**src/rtl/rv32i_wb_arbiter.sv**
```systemverilog
// Round-robin Wishbone arbiter: N masters share one slave with locked tenures.
// Define RV32I_WB_ARB_TIMEOUT_EN to add the bus-hang watchdog and the RECOVER state.
package rv32i_wb_pkg;
  typedef struct packed {
    logic        cyc;
    logic        stb;
    logic        we;
    logic [31:0] adr;
    logic [31:0] dat;
    logic [3:0]  sel;
  } wb_master_req_t;

  typedef struct packed {
    logic [31:0] rdata;
    logic        ack;
    logic        err;
    logic        stall;
  } wb_slave_rsp_t;

  function automatic wb_master_req_t wb_master_req_default();
    wb_master_req_t r;
    r = '0;
    return r;
  endfunction
endpackage

module rv32i_wb_arbiter
  import rv32i_wb_pkg::*;
#(
  parameter int unsigned NUM_MASTERS    = 2,
  parameter int unsigned TIMEOUT_CYCLES = 255
) (
  input  logic                                  clk_i,
  input  logic                                  rst_ni,
  input  wb_master_req_t [NUM_MASTERS-1:0]      m_req_i,
  output wb_slave_rsp_t  [NUM_MASTERS-1:0]      m_rsp_o,
  output wb_master_req_t                        s_req_o,
  input  wb_slave_rsp_t                         s_rsp_i,
  output logic           [NUM_MASTERS-1:0]      grant_o,
  output logic                                  timeout_o
);
  localparam int unsigned IW = $clog2(NUM_MASTERS);
  localparam wb_slave_rsp_t RSP_IDLE = '{rdata: '0, ack: 1'b0, err: 1'b0, stall: 1'b1};

  typedef enum logic [1:0] {
    IDLE,
    BUSY
`ifdef RV32I_WB_ARB_TIMEOUT_EN
    , RECOVER
`endif
  } state_e;

  state_e                 state_q;
  logic [NUM_MASTERS-1:0] grant_q;
  logic [IW-1:0]          gidx_q;
  logic [IW-1:0]          last_q;
  logic                   rdy_q;
  logic [IW-1:0]          cand;
  logic [IW-1:0]          sel_idx;
  logic                   found;
  wb_master_req_t         g_req;
  logic                   expire;

  assign g_req = m_req_i[gidx_q];

  // Search starts one past the last owner so every requester gets a turn.
  always_comb begin
    found   = 1'b0;
    sel_idx = '0;
    cand    = '0;
    for (int unsigned k = 1; k <= NUM_MASTERS; k++) begin
      cand = IW'((32'(last_q) + k) % NUM_MASTERS);
      if (!found && m_req_i[cand].cyc) begin
        found   = 1'b1;
        sel_idx = cand;
      end
    end
  end

`ifdef RV32I_WB_ARB_TIMEOUT_EN
  logic [15:0] wdog_q;
  logic        stalled;
  assign stalled = (state_q == BUSY) && g_req.cyc && g_req.stb && !s_rsp_i.ack && !s_rsp_i.err;
  // A response in the expiry cycle wins, since stalled already excludes it.
  assign expire  = stalled && (wdog_q == 16'(TIMEOUT_CYCLES - 1));
`else
  assign expire  = 1'b0;
`endif

  always_ff @(posedge clk_i or negedge rst_ni) begin
    if (!rst_ni) begin
      state_q <= IDLE;
      grant_q <= '0;
      gidx_q  <= '0;
      last_q  <= IW'(NUM_MASTERS - 1);
      rdy_q   <= 1'b0;
`ifdef RV32I_WB_ARB_TIMEOUT_EN
      wdog_q  <= '0;
`endif
    end else begin
      // rdy_q holds off the first grant until the second edge after reset release.
      rdy_q <= 1'b1;
      case (state_q)
        IDLE: begin
          if (rdy_q && found) begin
            state_q <= BUSY;
            gidx_q  <= sel_idx;
            grant_q <= {{(NUM_MASTERS-1){1'b0}}, 1'b1} << sel_idx;
          end
        end
        BUSY: begin
          if (!g_req.cyc) begin
            state_q <= IDLE;
            grant_q <= '0;
            last_q  <= gidx_q;
          end
`ifdef RV32I_WB_ARB_TIMEOUT_EN
          else if (expire) begin
            state_q <= RECOVER;
          end
`endif
        end
`ifdef RV32I_WB_ARB_TIMEOUT_EN
        RECOVER: begin
          if (!g_req.cyc) begin
            state_q <= IDLE;
            grant_q <= '0;
            last_q  <= gidx_q;
          end
        end
`endif
        default: state_q <= IDLE;
      endcase
`ifdef RV32I_WB_ARB_TIMEOUT_EN
      if ((state_q != BUSY) || !g_req.cyc || expire || s_rsp_i.ack || s_rsp_i.err) begin
        wdog_q <= '0;
      end else if (g_req.stb) begin
        wdog_q <= wdog_q + 16'd1;
      end
`endif
    end
  end

  always_comb begin
    s_req_o = wb_master_req_default();
    m_rsp_o = {NUM_MASTERS{RSP_IDLE}};
    if (state_q == BUSY) begin
      if (g_req.cyc) begin
        s_req_o = g_req;
      end
      m_rsp_o[gidx_q] = s_rsp_i;
      if (expire) begin
        m_rsp_o[gidx_q].err = 1'b1;
      end
    end
  end

  assign grant_o   = grant_q;
  assign timeout_o = expire;
endmodule

```
**config.mk**
```make
export PLATFORM = sky130hd
export DESIGN_NAME = rv32i_wb_arbiter
export DESIGN_NICKNAME = d
export VERILOG_FILES = /design/src/rtl/rv32i_wb_arbiter.sv
export SDC_FILE = /design/constraint.sdc
export NUM_CORES = 1
export LEC_CHECK = 0
export CAP_MARGIN = 20
export CORE_AREA = 2 2 124 126
export CTS_CLUSTER_SIZE = 12
export DETAILED_ROUTE_END_ITERATION = 16
export DIE_AREA = 0 0 126 128
export PLACE_DENSITY = 0.64
export SLEW_MARGIN = 10
export SYNTH_ARGS = -nofsm -noshare
export SYNTH_HDL_FRONTEND = slang
export SYNTH_SLANG_ARGS = --single-unit
```
**constraint.sdc**
```tcl
create_clock -name clk_i -period 1.5 [get_ports clk_i]
set_input_delay 0.45 -clock clk_i [delete_from_list [all_inputs] [get_ports clk_i]]
set_output_delay 0.45 -clock clk_i [all_outputs]
set_load 0.1 [all_outputs]
```
=== After elaboration in Yosys (flattened, before gate mapping) ===
Index checks and enable logic that the tools add are counted.

* Flip-flop bits (word level): 7
* Latch bits: 0
* RAM bits: 0
* ROM bits: 0
* Input bits: 179
* Output and inout bits: 144
* Word-level logic and storage cells: 49
* Memories kept: 0

* Add/subtract/negate cells: 2
* $mul: 0
* Divide/modulo/power cells: 0
* $lt $le $gt $ge: 4
* Equality and inequality tests: 3
* Shifts and indexed selects: 1
* Mux-type cells: 20
* Bitwise operators: 4
* Reduce and logical (&&, ||, !) cells: 10

{| class="wikitable"
|+ Operator list
! operator !! number
|-
| 71-bit 2-to-1 mux || 8
|-
| 70-bit 2-to-1 mux || 1
|-
| 68-bit AND || 1
|-
| 35-bit demux with 1-bit select || 1
|-
| 35-bit 2-to-1 mux || 1
|-
| 2-bit case mux with 2 select lines || 2
|-
| 1-bit by 2-bit less-than comparator with 1-bit output, second input constant || 3
|-
| 2-bit 2-to-1 mux || 3
|-
| 2-bit AND reduction || 3
|-
| 1-bit 2-to-1 mux || 4
|-
| 2-bit inequality test, second input constant || 2
|-
| 1-bit logical AND || 3
|-
| 3-bit AND reduction || 1
|-
| 1-bit adder, second input constant || 2
|-
| 2-bit by 1-bit equality test with 1-bit output, second input constant || 1
|-
| 2-bit logical NOT || 1
|-
| 2-bit NOT || 1
|-
| 2-bit OR || 1
|-
| 2-bit nonzero test || 1
|-
| 1-bit by 1-bit left shift with 2-bit output, first input constant || 1
|-
| 1-bit >= comparator, second input constant || 1
|-
| 1-bit logical NOT || 1
|-
| 1-bit NOT || 1
|}

=== Longest topological paths before layout ===
Gate-level depths: netlist of the first run.

* Depth after elaboration: 10
* Depth in mapped cells: 5
* Depth with buffers taken out: 4

=== Worst setup path before layout of the first run ===
OpenSTA, ideal clock, no wires.

* Kind: reg2out
* Start: register gidx_q
* End: output s_req_o[0] (netlist name)
* Arrival time: 2.215 ns
* Data required time: 1.050 ns
* Path slack: -1.165 ns
* Stages on the path, launching flop included: 6
* Path buffers: 2
* Cells stage by stage: dfrtp_1 -> buf_2 -> mux2_4 -> nand2_4 -> buf_2 -> nor2_1

{| class="wikitable"
|+ RTL lines
! item !! RTL line !! text
|-
| from (decl) || 55 || <nowiki>logic [IW-1:0] gidx_q;</nowiki>
|-
| from (signal assigned) || 107 || <nowiki>gidx_q <= sel_idx;</nowiki>
|-
| to (decl) || 37 || <nowiki>output wb_master_req_t s_req_o,</nowiki>
|}

==> out/metrics.yaml, run 1 <==
vias: 3302
utilization_pct: 54.9
clk_path_buf_depth: 2
num_rows: 45
fin_crit_sh_pct: 145
grt_overflow: 0
cts_tree: "built"
drc: 0
path_class: "flip-flop to output port"
dieArea_mm2: 0.0161
cts_inserted_buffers: 3
crit_chain: "mux2_4 -> nand2_8 -> buf_12 -> clkbuf_16 -> nor2_4 -> buf_12"
fin_skew_ns: 0.00180
ff2ff_path_depth: 7
grt_setup_unrepaired: "true"
antenna_found_initial: 0
drive_gt1_share_pct: 59.1
final_common_cell: "clkdlybuf4s50_1"
fmaxAchievable_mhz: 461
crit_fanout: 6
crit_slowest_cell: "dfrtp_4"
gp_congestion: 0.794
finalNetCount: 786
first_pass_iters: 4
power.density_mw_per_mm2: 1190
timing.max_cap.violations: 0
hold_viol_final: 0
leakagePower_nw: 3.31
synth.avg_cell_area_um2: 6.85
drt_first_iter_violations: 49
cts.sinks: 6
antenna_cells: 0
finalWirelength_um: 13100
synth_ff_type: "dfrtp_1"
critPathRequiredTime_ns: 1.05
die_w_um: 126
cp_top_family: "flip-flops"
synth_top_area_share_pct: 38.3
crit_start: "gidx_q"
grt_pass1_wl_um: 19000
critPathBufInv: 3
period_needed_ns: 2.17
power.total_mw: 9.72
synth-edff-count: 0
grt_max_degree: 31
worst-endpoint-arrival_ns: 1.72
ys_seq_area_share_pct: 8.28
startpoint_type: "flip-flop"
finalWorstSetupSlack_ns: -0.671
synth.distinct_cells: 27
hold_class: "input pin to asynchronous set/reset pin"
wl_per_cell_um: 16.6
htree_levels: 1
syn_inst: 267
status: "finished with violations"
peakVddDrop_mv: 0.608
yosysTopAreaCell: "mux2i_1"
dp_hpwl_um: 10600
violations: "negative setup slack"
cpMostUsedCell: "buf_12"
synth-seq-cells: 6
design.portCount: 323
drv_slew: 0
coreArea_mm2: 0.0149
holdBufCountCts: 0
tns_ns: -78.90
cts-root-buf: "clkbuf_16"
viasPerCell: 4.16
async_flop_share_pct: 100
synthToLayoutAreaGrowth_pct: 346
setup_viol: 143
path_depth: 6
antenna_left: 0
portBuffers: 321
nFillCells: 1213
max_stage_delay_ns: 0.49
clock_latency_ns: 0.24
synth_fp_nets: 446
die_h_um: 128
netlist_area_mm2: 0.00183
final_cell_mix: "clkdlybuf4s50_1 (176), buf_12 (153), nor2_4 (51)"
grt_pass1_vias: 3626
cts.clk_slew.worst_paths_ns: 0.04
start_util_pct: 12.3
synthTopCellsByArea: "mux2i_1 (38%), nor2_1 (15%), and2_1 (12%)"
grt_usage_pct: 14.7
synth_warnings: 0
regToRegStartpoint: "gidx_q"
end_kind: "output port"
-- metrics by stage --
step | cell area (um2) | setup WS, ns | hold WS, ns | std cells
6_report | 8170 | -0.671 | 0.465 | 794
4_1_cts | 7910 | -0.674 | 0.467 | 790
3_5_place_dp | 7310 | -0.781 | 0.539 | 778
2_1_floorplan | 2300 | -1.14 | 0.154 | 267
5_1_grt | 8170 | -0.708 | 0.486 | 794
3_3_place_gp | 7310 | -0.759 | 0.524 | 778
-- sequential cells by signal, summed over array words and instances (netlist names) --
| register | flops |
|---|---|
| gidx_q | 1 |
| grant_o | 2 |
| state_q | 1 |
| rdy_q | 1 |
| last_q | 1 |
-- cell type report --
| cell class | count | area [um2] | share of cell area [%] |
|---|---|---|---|
| Timing Repair Buffer | 362 | 5330 | 65.3 |
| Multi-Input combinational cell | 232 | 2350 | 28.8 |
| Clock buffer | 4 | 78.8 | 0.965 |
| Sequential cell | 6 | 156 | 1.92 |
| Inverter | 2 | 15.0 | 0.184 |
| Tap cell | 188 | 235 | 2.88 |
-- per-layer routing --
layer	GRT usage, %	wire (um)	vias up
li1	-	-	1574
met1	15.2	4580	1515
met2	30.0	7340	200
met3	3.34	1050	13
met4	3.10	176	0
met5	0	0	-
-- synthesized netlist by cell type, types with 2 or more instances --
cell type / n
a21oi_1: 3
and2_1: 34
and3_1: 34
buf_2: 15
clkbuf_1: 10
conb_1: 2
dfrtp_1: 5
mux2i_1: 70
nand2b_1: 2
nand3_1: 3
nand3b_1: 2
nor2_1: 72
-- final timing paths --
kind / endpoint / slack (ns)
max in group asynchronous: last_q / 0.76
min in group clk_i: last_q / 0.55
min reg2reg: last_q / 0.55
max: s_req_o[32] / -0.67
max reg2reg: grant_o[0] / -0.23
min: gidx_q / 0.46
-- worst register-to-register path: stages, from the launching register on --
cell and delay, ns:
dfrtp_4 0.49, mux2_4 0.34, nand2_8 0.12, buf_12 0.12, clkbuf_16 0.16, inv_8 0.04, buf_6 0.10, a211o_1 0.24
-- timing repair --
item | in CTS | in global routing
endpoints found under the hold margin | 0 | 0
endpoints found under the setup margin | 143 | 143
cloned | 6 | 3
resized for setup | 97 | 42
pin swaps | 14 | 32
buffers inserted | 2 | 1
-- where the power goes --
group	internal, mW	switching, mW	leakage, nW
logic	3.71	5.27	3.20
registers	0.225	0.0614	0.0696
clock network	0.354	0.106	0.0382
total	4.29	5.44	3.31
-- kinds of logic after synthesis --
family | count (synthesis) | synth area share (%)
compound gates | 7 | 2.60
buf+inv | 29 | 7.18
flops | 6 | 8.28
mux | 71 | 39.1
other cells | 2 | 0.411
simple gates | 152 | 42.4
No activity file was read; power rests on OpenSTA's default activity.
==> run 2: changes to the inputs <==
--- a/config.mk
+++ b/config.mk
@@ -6,11 +6,13 @@
 export NUM_CORES = 1
 export LEC_CHECK = 0
 export CAP_MARGIN = 20
-export CORE_AREA = 2 2 124 126
+export CORE_AREA = 2 2 125 127
 export CTS_CLUSTER_SIZE = 12
 export DETAILED_ROUTE_END_ITERATION = 16
-export DIE_AREA = 0 0 126 128
-export PLACE_DENSITY = 0.64
+export DIE_AREA = 0 0 127 129
+export DONT_BUFFER_PORTS = 1
+export HOLD_SLACK_MARGIN = 0.03
+export PLACE_DENSITY = 0.3
 export SLEW_MARGIN = 10
 export SYNTH_ARGS = -nofsm -noshare
 export SYNTH_HDL_FRONTEND = slang
==> out/metrics.yaml, run 2 (same netlist as run 1, synthesis figures left out) <==
power.density_mw_per_mm2: 1560  # +31%
fin_area_mm2: 0.00546  # -33%
finalWorstSetupSlack_ns: -0.645  # +0.0264 ns
synthToLayoutAreaGrowth_pct: 198
period_needed_ns: 2.14  # -0.0264 ns
gp_congestion: 0.783  # -1.4%
dp_hpwl_um: 7890  # -26%
wl_per_cell_um: 17.5  # +5.9%
hold_class: "input pin to asynchronous set/reset pin"
grt_max_degree: 36  # +16%
status: "finished with violations"
crit_fanout: 8  # +2
dieArea_mm2: 0.0164  # +1.6%
antenna_left: 0  # unchanged
first_pass_iters: 4  # unchanged
drc: 0  # unchanged
cts.sinks: 6  # unchanged
startpoint_type: "flip-flop"
start_util_pct: 12.2  # -0.093 points
hold_slack_ns: 0.0598  # -0.405 ns
coreArea_mm2: 0.0150  # +0.76%
rrSetupSlack_ns: -0.26  # -0.03 ns
cpMostUsedCell: "buf_12"
grt_pass1_vias: 2528  # -30%
critPathRequiredTime_ns: 1.05  # about the same
peakVddDrop_mv: 0.580  # -4.5%
setup_viol: 143  # unchanged
final_cell_mix: "buf_12 (117), mux2i_1 (53), nor2_4 (48)"
timing.max_cap.violations: 0  # unchanged
drt_first_iter_violations: 30  # -39%
num_rows: 45  # unchanged
cts_tree: "built"
cts-root-buf: "clkbuf_16"
end_kind: "output port"
violations: "negative setup slack"
largest_reg_flops: 2  # unchanged
path_class: "flip-flop to output port"
clk_path_buf_depth: 2  # unchanged
cts.clk_slew.worst_paths_ns: 0.04  # about the same
crit_slowest_cell: "dfrtp_4"
leakagePower_nw: 2.24  # -32%
design.portCount: 323  # unchanged
finalNetCount: 562  # -28%
grt_pass1_wl_um: 14100  # -26%
viasPerCell: 4.27  # +2.8%
portBuffers: 0  # -100%
antenna_found_initial: 0  # unchanged
finalWirelength_um: 9990  # -24%
clock_latency_ns: 0.23  # about the same
post-place-ws_ns: -0.473  # +0.308 ns
htree_levels: 1  # unchanged
final_common_cell: "buf_12"
fin_skew_ns: 0.000573  # -0.00122 ns
utilization_pct: 36.4  # -18 points
cts_inserted_buffers: 3  # unchanged
vias: 2436  # -26%
grt_usage_pct: 11.2  # -3.5 points
grt_setup_unrepaired: "true"
crit_chain: "mux2_4 -> nand2_8 -> buf_12 -> buf_16 -> nor2_4 -> buf_12"
grt_overflow: 0  # unchanged
dpl-instance-area_mm2: 0.00483  # -34%
antenna_cells: 0  # unchanged
fmaxAchievable_mhz: 466  # +1.2%
die_w_um: 127  # +0.79%
max_stage_delay_ns: 0.48  # about the same
hold_viol_final: 0  # unchanged
die_h_um: 129  # +0.78%
fin_crit_sh_pct: 143  # -1.8 points
worst-endpoint-arrival_ns: 1.69  # -0.03 ns
drv_slew: 0  # unchanged
drive_gt1_share_pct: 79.3  # +20 points
## run 2: worst max-delay path: cells and delay by family (launching register included)
family / cells / cell delay [ns]
multiplexers: 1 / 0.34
AND/OR/NAND/NOR: 2 / 0.18
flip-flops: 1 / 0.48
buffers and inverters: 3 / 0.45
## run 2: per-layer routing
layer | part of all wire (%) | up-vias | routed length (um) | track usage, %
met5 | 0 | - | 0 | 0
met2 | 54 | 192 | 5410 | 21.1
met1 | 33 | 1108 | 3340 | 12.1
met4 | 1.5 | 0 | 150 | 3.81
li1 | - | 1130 | - | -
met3 | 11 | 6 | 1090 | 3.08
## run 2: what timing repair did
action	4_1_cts	5_1_grt
hold buffers	1	0
resized for setup	29	35
gates cloned	6	1
setup endpoints to repair	143	143
pin swaps	31	14
buffers inserted	4	2
endpoints found under the hold margin	5	0
## run 2: final timing paths
path	startpoint	to	cells after the start
max	gidx_q	s_req_o[41]	6
min	rst_ni	last_q	0
max reg2reg	gidx_q	grant_o[0]	7
min reg2reg	last_q	last_q	2
max in group asynchronous	rst_ni	gidx_q	1
min in group clk_i	m_req_i[70]	state_q[0]	1
## run 2: through the flow
step / power [mW] / cells / TNS, ns
2_1_floorplan: 5.38 / 267 / -79.22
3_3_place_gp: 7.32 / 553 / -45.56
3_5_place_dp: 7.35 / 553 / -47.24
4_1_cts: 8.42 / 568 / -81.91
5_1_grt: 8.81 / 570 / -84.27
6_report: 8.53 / 570 / -76.28
## run 2: area by class of cell
cell class,count,area (um2)
multi-input cells,232,2320
fillers,1442,9520
flip-flops and latches,6,156
repair buffers,138,2670
well taps,188,235
clock buffers,4,78.8
inverters,2,7.51
## run 2: power by group
group          switching [mW]  leakage, nW  internal, mW  total (mW)
registers              0.0539       0.0696         0.225       0.279
logic                    4.98         2.13          2.81        7.79
clock network           0.104       0.0382         0.354       0.458
total                    5.14         2.24          3.39        8.53
